### src/rtl/instr_encoder.sv
// Packs loader-supplied instruction fields into 32-bit MIPS words and streams them,
// with ascending word addresses, to the instruction-memory write port.
module instr_encoder #(
  parameter int ADDR_W    = 8,
  parameter int BASE_ADDR = 0,
  parameter int MAX_WORDS = 256
) (
  input  logic              clk,
  input  logic              reset,
  input  logic              start,
  input  logic [3:0]        op_sel,
  input  logic [4:0]        rs,
  input  logic [4:0]        rt,
  input  logic [4:0]        rd,
  input  logic [4:0]        shamt,
  input  logic [15:0]       imm16,
  input  logic [25:0]       target26,
  input  logic              in_valid,
  output logic              in_ready,
  output logic [31:0]       instr_word,
  output logic [ADDR_W-1:0] instr_addr,
  output logic              out_valid,
  input  logic              out_ready,
  output logic [ADDR_W:0]   word_count,
  output logic              err,
  output logic              done
);

  localparam logic [ADDR_W-1:0] L_BASE = ADDR_W'(BASE_ADDR);
  localparam logic [ADDR_W:0]   L_MAX  = (ADDR_W + 1)'(MAX_WORDS);

  typedef enum logic [1:0] {
    ST_IDLE,
    ST_RUN,
    ST_FULL
  } state_t;

  state_t              r_state;
  logic [ADDR_W-1:0]   r_nextAddr;
  logic [31:0]         w_word;
  logic                w_legal;
  logic                w_accept;
  logic [ADDR_W:0]     w_countInc;

  // Field packing mirrors the decoder; unused fields (rs for sll/lui, shamt for add/or) are forced to zero.
  always_comb begin
    w_word  = 32'h0000_0000;
    w_legal = 1'b1;
    case (op_sel)
      4'd0:    w_word = {6'h00, 5'd0, rt, rd, shamt, 6'h00};
      4'd1:    w_word = {6'h00, rs, rt, rd, 5'd0, 6'h20};
      4'd2:    w_word = {6'h00, rs, rt, rd, 5'd0, 6'h25};
      4'd3:    w_word = {6'h02, target26};
      4'd4:    w_word = {6'h03, target26};
      4'd5:    w_word = {6'h04, rs, rt, imm16};
      4'd6:    w_word = {6'h05, rs, rt, imm16};
      4'd7:    w_word = {6'h08, rs, rt, imm16};
      4'd8:    w_word = {6'h0C, rs, rt, imm16};
      4'd9:    w_word = {6'h0D, rs, rt, imm16};
      4'd10:   w_word = {6'h0F, 5'd0, rt, imm16};
      4'd11:   w_word = {6'h23, rs, rt, imm16};
      4'd12:   w_word = {6'h2B, rs, rt, imm16};
      default: w_legal = 1'b0;
    endcase
  end

  assign in_ready   = (r_state == ST_RUN) && (!out_valid || out_ready);
  assign w_accept   = in_valid && in_ready;
  assign w_countInc = word_count + 1'b1;

  // start wins over a same-cycle accept, so its fields are simply never looked at.
  always_ff @(posedge clk or negedge reset) begin
    if (!reset) begin
      r_state    <= ST_IDLE;
      r_nextAddr <= L_BASE;
      instr_word <= 32'h0000_0000;
      instr_addr <= '0;
      out_valid  <= 1'b0;
      word_count <= '0;
      err        <= 1'b0;
      done       <= 1'b0;
    end else if (start) begin
      r_state    <= ST_RUN;
      r_nextAddr <= L_BASE;
      out_valid  <= 1'b0;
      word_count <= '0;
      err        <= 1'b0;
      done       <= 1'b0;
    end else begin
      if (w_accept && w_legal) begin
        instr_word <= w_word;
        instr_addr <= r_nextAddr;
        out_valid  <= 1'b1;
        r_nextAddr <= r_nextAddr + 1'b1;
        if (word_count != L_MAX) begin
          word_count <= w_countInc;
        end
        if (w_countInc >= L_MAX) begin
          r_state <= ST_FULL;
          done    <= 1'b1;
        end
      end else if (out_ready) begin
        out_valid <= 1'b0;
      end
      if (w_accept && !w_legal) begin
        err <= 1'b1;
      end
    end
  end

endmodule
### config.mk
export PLATFORM = sky130hd
export DESIGN_NAME = instr_encoder
export DESIGN_NICKNAME = d
export VERILOG_FILES = /design/src/rtl/instr_encoder.sv
export SDC_FILE = /design/constraint.sdc
export NUM_CORES = 1
export LEC_CHECK = 0
export BUFFER_PORTS_ARGS = -buffer_cell sky130_fd_sc_hd__buf_2
export CORE_ASPECT_RATIO = 1.5
export CORE_MARGIN = 2
export CORE_UTILIZATION = 40
export DETAILED_ROUTE_END_ITERATION = 6
export PLACE_DENSITY = 0.71
export REMOVE_ABC_BUFFERS = 1
export SETUP_SLACK_MARGIN = 0.3
export SYNTH_ARGS = -nofsm -noshare
export SYNTH_HDL_FRONTEND = slang
export SYNTH_SLANG_ARGS = --single-unit
### constraint.sdc
create_clock -name clk -period 3.2 [get_ports clk]
set_clock_uncertainty 0.05 [all_clocks]
set_input_delay 0.96 -clock clk [delete_from_list [all_inputs] [get_ports clk]]
set_output_delay 0.96 -clock clk [all_outputs]
set_load 0.01 [all_outputs]
# [Word level (Yosys, flattened, before mapping)]
# Index checks and enable logic that the tools add are counted.
[totals] in_bits=71 register_bits=62 output_inout_bits=53 word_cells=61
[classes] n_reduce_logical=17 muxes=18 bitwise=1 order_cmp=1 addsub=2 eq_ne=14
[ops] operator="32-bit one-hot mux with 13 select lines" count=1
[ops] operator="9-bit 2-to-1 mux" count=3
[ops] operator="4-bit == test (second input constant)" count=5
[ops] operator="4-bit by 3-bit == test with 1-bit output (second input constant)" count=4
[ops] operator="8-bit 2-to-1 mux" count=2
[ops] operator="13-bit OR reduction" count=1
[ops] operator="9-bit by 1-bit adder with 9-bit output (second input constant)" count=1
[ops] operator="9-bit >= comparator (second input constant)" count=1
[ops] operator="1-bit 2-to-1 mux" count=9
[ops] operator="9-bit inequality test (second input constant)" count=1
[ops] operator="8-bit by 1-bit adder with 8-bit output (second input constant)" count=1
[ops] operator="4-bit by 2-bit == test with 1-bit output (second input constant)" count=2
[ops] operator="2-bit nonzero test" count=4
[ops] operator="2-bit 2-to-1 mux" count=3
[ops] operator="2-bit AND reduction" count=3
[ops] operator="4-bit by 1-bit == test with 1-bit output (second input constant)" count=1
[ops] operator="1-bit logical AND" count=4
[ops] operator="4-bit logical NOT" count=1
[ops] operator="3-bit nonzero test" count=1
[ops] operator="2-bit by 1-bit == test with 1-bit output (second input constant)" count=1
[ops] operator="1-bit logical NOT" count=2
[ops] operator="1-bit logical OR" count=1
[ops] operator="1-bit inverter" count=1

# [Longest topological paths before layout]
[depth] ltp_word=7 ltp_mapped=7 depth_no_buf=6

# [Worst setup path before layout]
# OpenSTA, ideal clock, no wires.
[synth_path] path_type="input to register" startpoint="input port op_sel[0]" endpoint="register word_count[7]" arrival_time_ns=2.583 n_path_buf=2 setup_ns=0.078 setup_slack_ns=0.489 required_time_ns=3.072 stages=6 cell_sequence="buf_6 > o211a_4 > or4b_4 > buf_6 > or4_1 > a21oi_1"
[synth_via] elab_chain_len=6 word_cells_on_any_way=18 cone_classes="eq/ne: 12; mux: 1; reduce/logical: 5"
[synth_rtl] item="start, declared" line_no="11" rtl="input logic [3:0] op_sel,"
[synth_rtl] item="4-bit == test, or another cell as far along" line_no="49" rtl="case (op_sel)"
[synth_rtl] item="13-bit OR reduction (no line) *"
[synth_rtl] item="1-bit 2-to-1 mux *" line_no="49"
[synth_rtl] item="1-bit logical AND *" line_no="90" rtl="if (w_accept && w_legal) begin"
[synth_rtl] item="2-bit nonzero test (no line) *"
[synth_rtl] item="2-bit AND reduction (no line) *"
[synth_rtl] item="end signal, assigned" line_no="96" rtl="word_count <= w_countInc;"
[synth_rtl] item="end, declared" line_no="24" rtl="output logic [ADDR_W:0] word_count,"
# Mark *: on every way between the ends. The rest lies on a longest branch, timed or not.
# A chain may end at the register's enable or synchronous reset.

# [Worst setup path in the final report]
[layout_path] startpoint="input port out_ready" endpoint="output port in_ready"
[layout_via] elab_chain_len=2
[layout_rtl] item="start, declared" line_no="23" rtl="input logic out_ready,"
[layout_rtl] item="1-bit logical OR" line_no="67" rtl="assign in_ready = (r_state == ST_RUN) && (!out_valid || out_ready);"
[layout_rtl] item="1-bit logical AND" line_no="67"
[layout_rtl] item="end, declared" line_no="19" rtl="output logic in_ready,"
# No other way between the ends.

==> results_dict.tcl <==
set metrics [dict create \
    numCtsBuffers 9 \
    powerDensity_nw_per_um2 511 \
    hp-class "reg2reg" \
    clock_path_buffers 2 \
    path_common_cell "buf_2" \
    pin_count 124 \
    critical_path_class "in2out" \
    final-hold-violation-count 0 \
    io_buffers 122 \
    wl_per_cell_um 17.3 \
    rsz0062_at_grt "false" \
    grt_pass1_vias 3542 \
    post_cts_buffers 0 \
    dieWidth_um 79.9 \
    synth_cell_types 52 \
    via_per_inst 6.03 \
    run_status "finished, final reports clean" \
    setup_viol 0 \
    whs_ns 0.443 \
    grt_pass1_wl_um 16900 \
    slowest_stage "nor2b_1" \
    crit_chain "buf_2, nor2b_1, nor2_1, buf_2" \
    drt_wl_total_um 10300 \
    seqCellArea_um2 1500 \
    drtPass1Iterations 5 \
    setup_tns_ns 0 \
    clk_latency_ns 0.32 \
    final_common_cell "buf_2" \
    antenna_found_initial 0 \
    relSlewSlack 0.528 \
    drive_gt1_frac 0.365 \
    gr-total-overflow 0 \
    synth_seq_cells 60 \
    nFillCells 800 \
    htreeDepth 3 \
    dp_hpwl_um 7460 \
    max_freq_ghz 0.354 \
    ys.flop_type "dfrtp_1" \
    cts_num_sinks 60 \
    fin_crit_sh 0.882 \
    critPathTopFamily "simple AND/OR/NAND/NOR gates" \
    ir_drop_mv 0.295 \
    grt_usage 0.225 \
    drtIter0Drc 297 \
    area_growth_pct 31.1 \
    antenna_cells 0 \
    path_buf_inv 2 \
    async_flop_share 1.00 \
    drv_cap 0 \
    cp-end-kind "output pin" \
    post_cts_resized 0 \
    drc 0 \
    cts_tree "done" \
    vias 3607 \
    synth_edf_count 0 \
    multi_input_area_um2 1800 \
    gp_congestion 0.859 \
    worstMarginPinSlew_ns 0.698 \
    drv_slew 0 \
    period_needed_ns 2.82 \
    syn_area_per_cell_um2 9.55 \
    layout.nets 562 \
    critical_path.max_stage_delay_ns 0.42 \
    postRouteAntennaNets 0 \
    cts_root_buffer "clkbuf_16" \
    dieArea_um2 9410 \
    ys_warn_count 0 \
    cp.arrival_ns 1.81 \
    syn-cell-area_um2 3460 \
    mostFrequentLayoutCells "buf_2 (122), dfrtp_1 (60), a21oi_1 (43), o21ai_0 (29), a22oi_1 (27)" \
    grt_max_degree 39 \
    die_height_um 118 \
    holdBufCountCts 0 \
    start_util 0.411 \
    synthesis.instances 362 \
    rows 41 \
    core_um2 8410 \
    p_leak_nw 2.07 \
    worstPathMaxFanout 5 \
    path_clk_slew_ns 0.05 \
    crit_path_start_kind "input port" \
    cp_data_required_time_ns 2.19 \
    seq_area_frac_synth 0.434 \
]
==> routing by layer <==
layer / wire [um] / global-route usage / vias to the layer above
met5: 0 / 0 / -
met4: 182 / 0.0794 / 0
met3: 831 / 0.0590 / 21
met2: 5230 / 0.371 / 170
met1: 4100 / 0.281 / 1747
li1: - / - / 1669
==> registers in the layout (all words and copies together) (netlist names) <==
name,count
r_state,1
out_valid,1
err,1
r_nextAddr,8
instr_addr,8
word_count,9
instr_word,31
done,1
==> kinds of logic (layout without fill, tap and decap cells) <==
| group | Yosys count | after routing | synth area share |
|---|---|---|---|
| xor+xnor | 3 | 3 | 0.00760 |
| compound gates | 163 | 163 | 0.312 |
| mux | 12 | 12 | 0.0391 |
| simple gates | 83 | 83 | 0.145 |
| buf+inv | 36 | 165 | 0.0467 |
| flops | 60 | 60 | 0.434 |
| fa+ha+maj | 4 | 4 | 0.0138 |
| other cells | 1 | 1 | 0.00109 |
==> path summary, 6_finish.rpt <==
kind / start / endpoint / depth (start not counted) / slack (ns)
worst max-delay path: out_ready / in_ready / 4 / 0.38
worst min register to register: err$_DFFE_PN0P_ / err$_DFFE_PN0P_ / 2 / 0.44
max in group asynchronous: reset / instr_word[16]$_DFFE_PN0P_ / 2 / 1.88
worst min-delay path: err$_DFFE_PN0P_ / err$_DFFE_PN0P_ / 2 / 0.44
min in group asynchronous: reset / instr_addr[3]$_DFFE_PN0P_ / 1 / 0.53
worst max register to register: done$_DFFE_PN0P_ / instr_word[8]$_DFFE_PN0P_ / 5 / 0.93
==> stage by stage <==
step,instances,cell area (um^2),worst slack [ns],utilization,total power [mW]
floorplan,331,3310,0.178,-,1.15
global placement,584,4250,0.0671,0.505,1.41
detailed placement,584,4250,0.0621,0.505,1.42
CTS,598,4520,0.370,0.538,2.34
global route,598,4530,0.309,0.539,2.43
finish,598,4530,0.378,0.539,2.31
==> worst reg2reg max path, cell delays in order (launching register included) <==
cell and delay [ns]:
dfrtp_1 0.40, nand2b_1 0.24, or4b_4 0.70, nor2_2 0.36
buf_4 0.29, a31oi_1 0.10
==> Yosys cell counts (all sizes together), types with 3 or more instances <==
cell / n / area share
a21oi: 43 / 0.062
a221oi: 5 / 0.013
a22o: 10 / 0.025
a22oi: 27 / 0.059
a31oi: 9 / 0.016
a32oi: 5 / 0.013
and3: 8 / 0.014
buf: 11 / 0.020
clkbuf: 20 / 0.022
dfrtp: 60 / 0.43
ha: 3 / 0.011
inv: 4 / 0.0043
mux2: 12 / 0.039
nand2: 16 / 0.017
nand3: 5 / 0.0072
nand4: 6 / 0.011
nor2: 12 / 0.014
nor2b: 6 / 0.011
nor4b: 4 / 0.014
nor4bb: 3 / 0.0087
o211ai: 12 / 0.026
o21ai: 29 / 0.042
o22a: 6 / 0.015
o31ai: 7 / 0.015
or3: 7 / 0.013
or4: 5 / 0.011
==> power breakdown <==
group | internal (mW) | total (mW) | switching [mW]
logic | 0.224 | 0.502 | 0.278
clock network | 0.590 | 0.901 | 0.311
registers | 0.853 | 0.912 | 0.0589
total | 1.67 | 2.31 | 0.648
==> final cells by class <==
type / instances / share of cell area
Clock buffer: 11 / 0.0514
Clock inverter: 3 / 0.00884
Tap cell: 107 / 0.0295
Multi-Input combinational cell: 266 / 0.397
Sequential cell: 60 / 0.331
Inverter: 5 / 0.00414
Timing Repair Buffer: 146 / 0.177
Power figures use the tool's default switching activity.
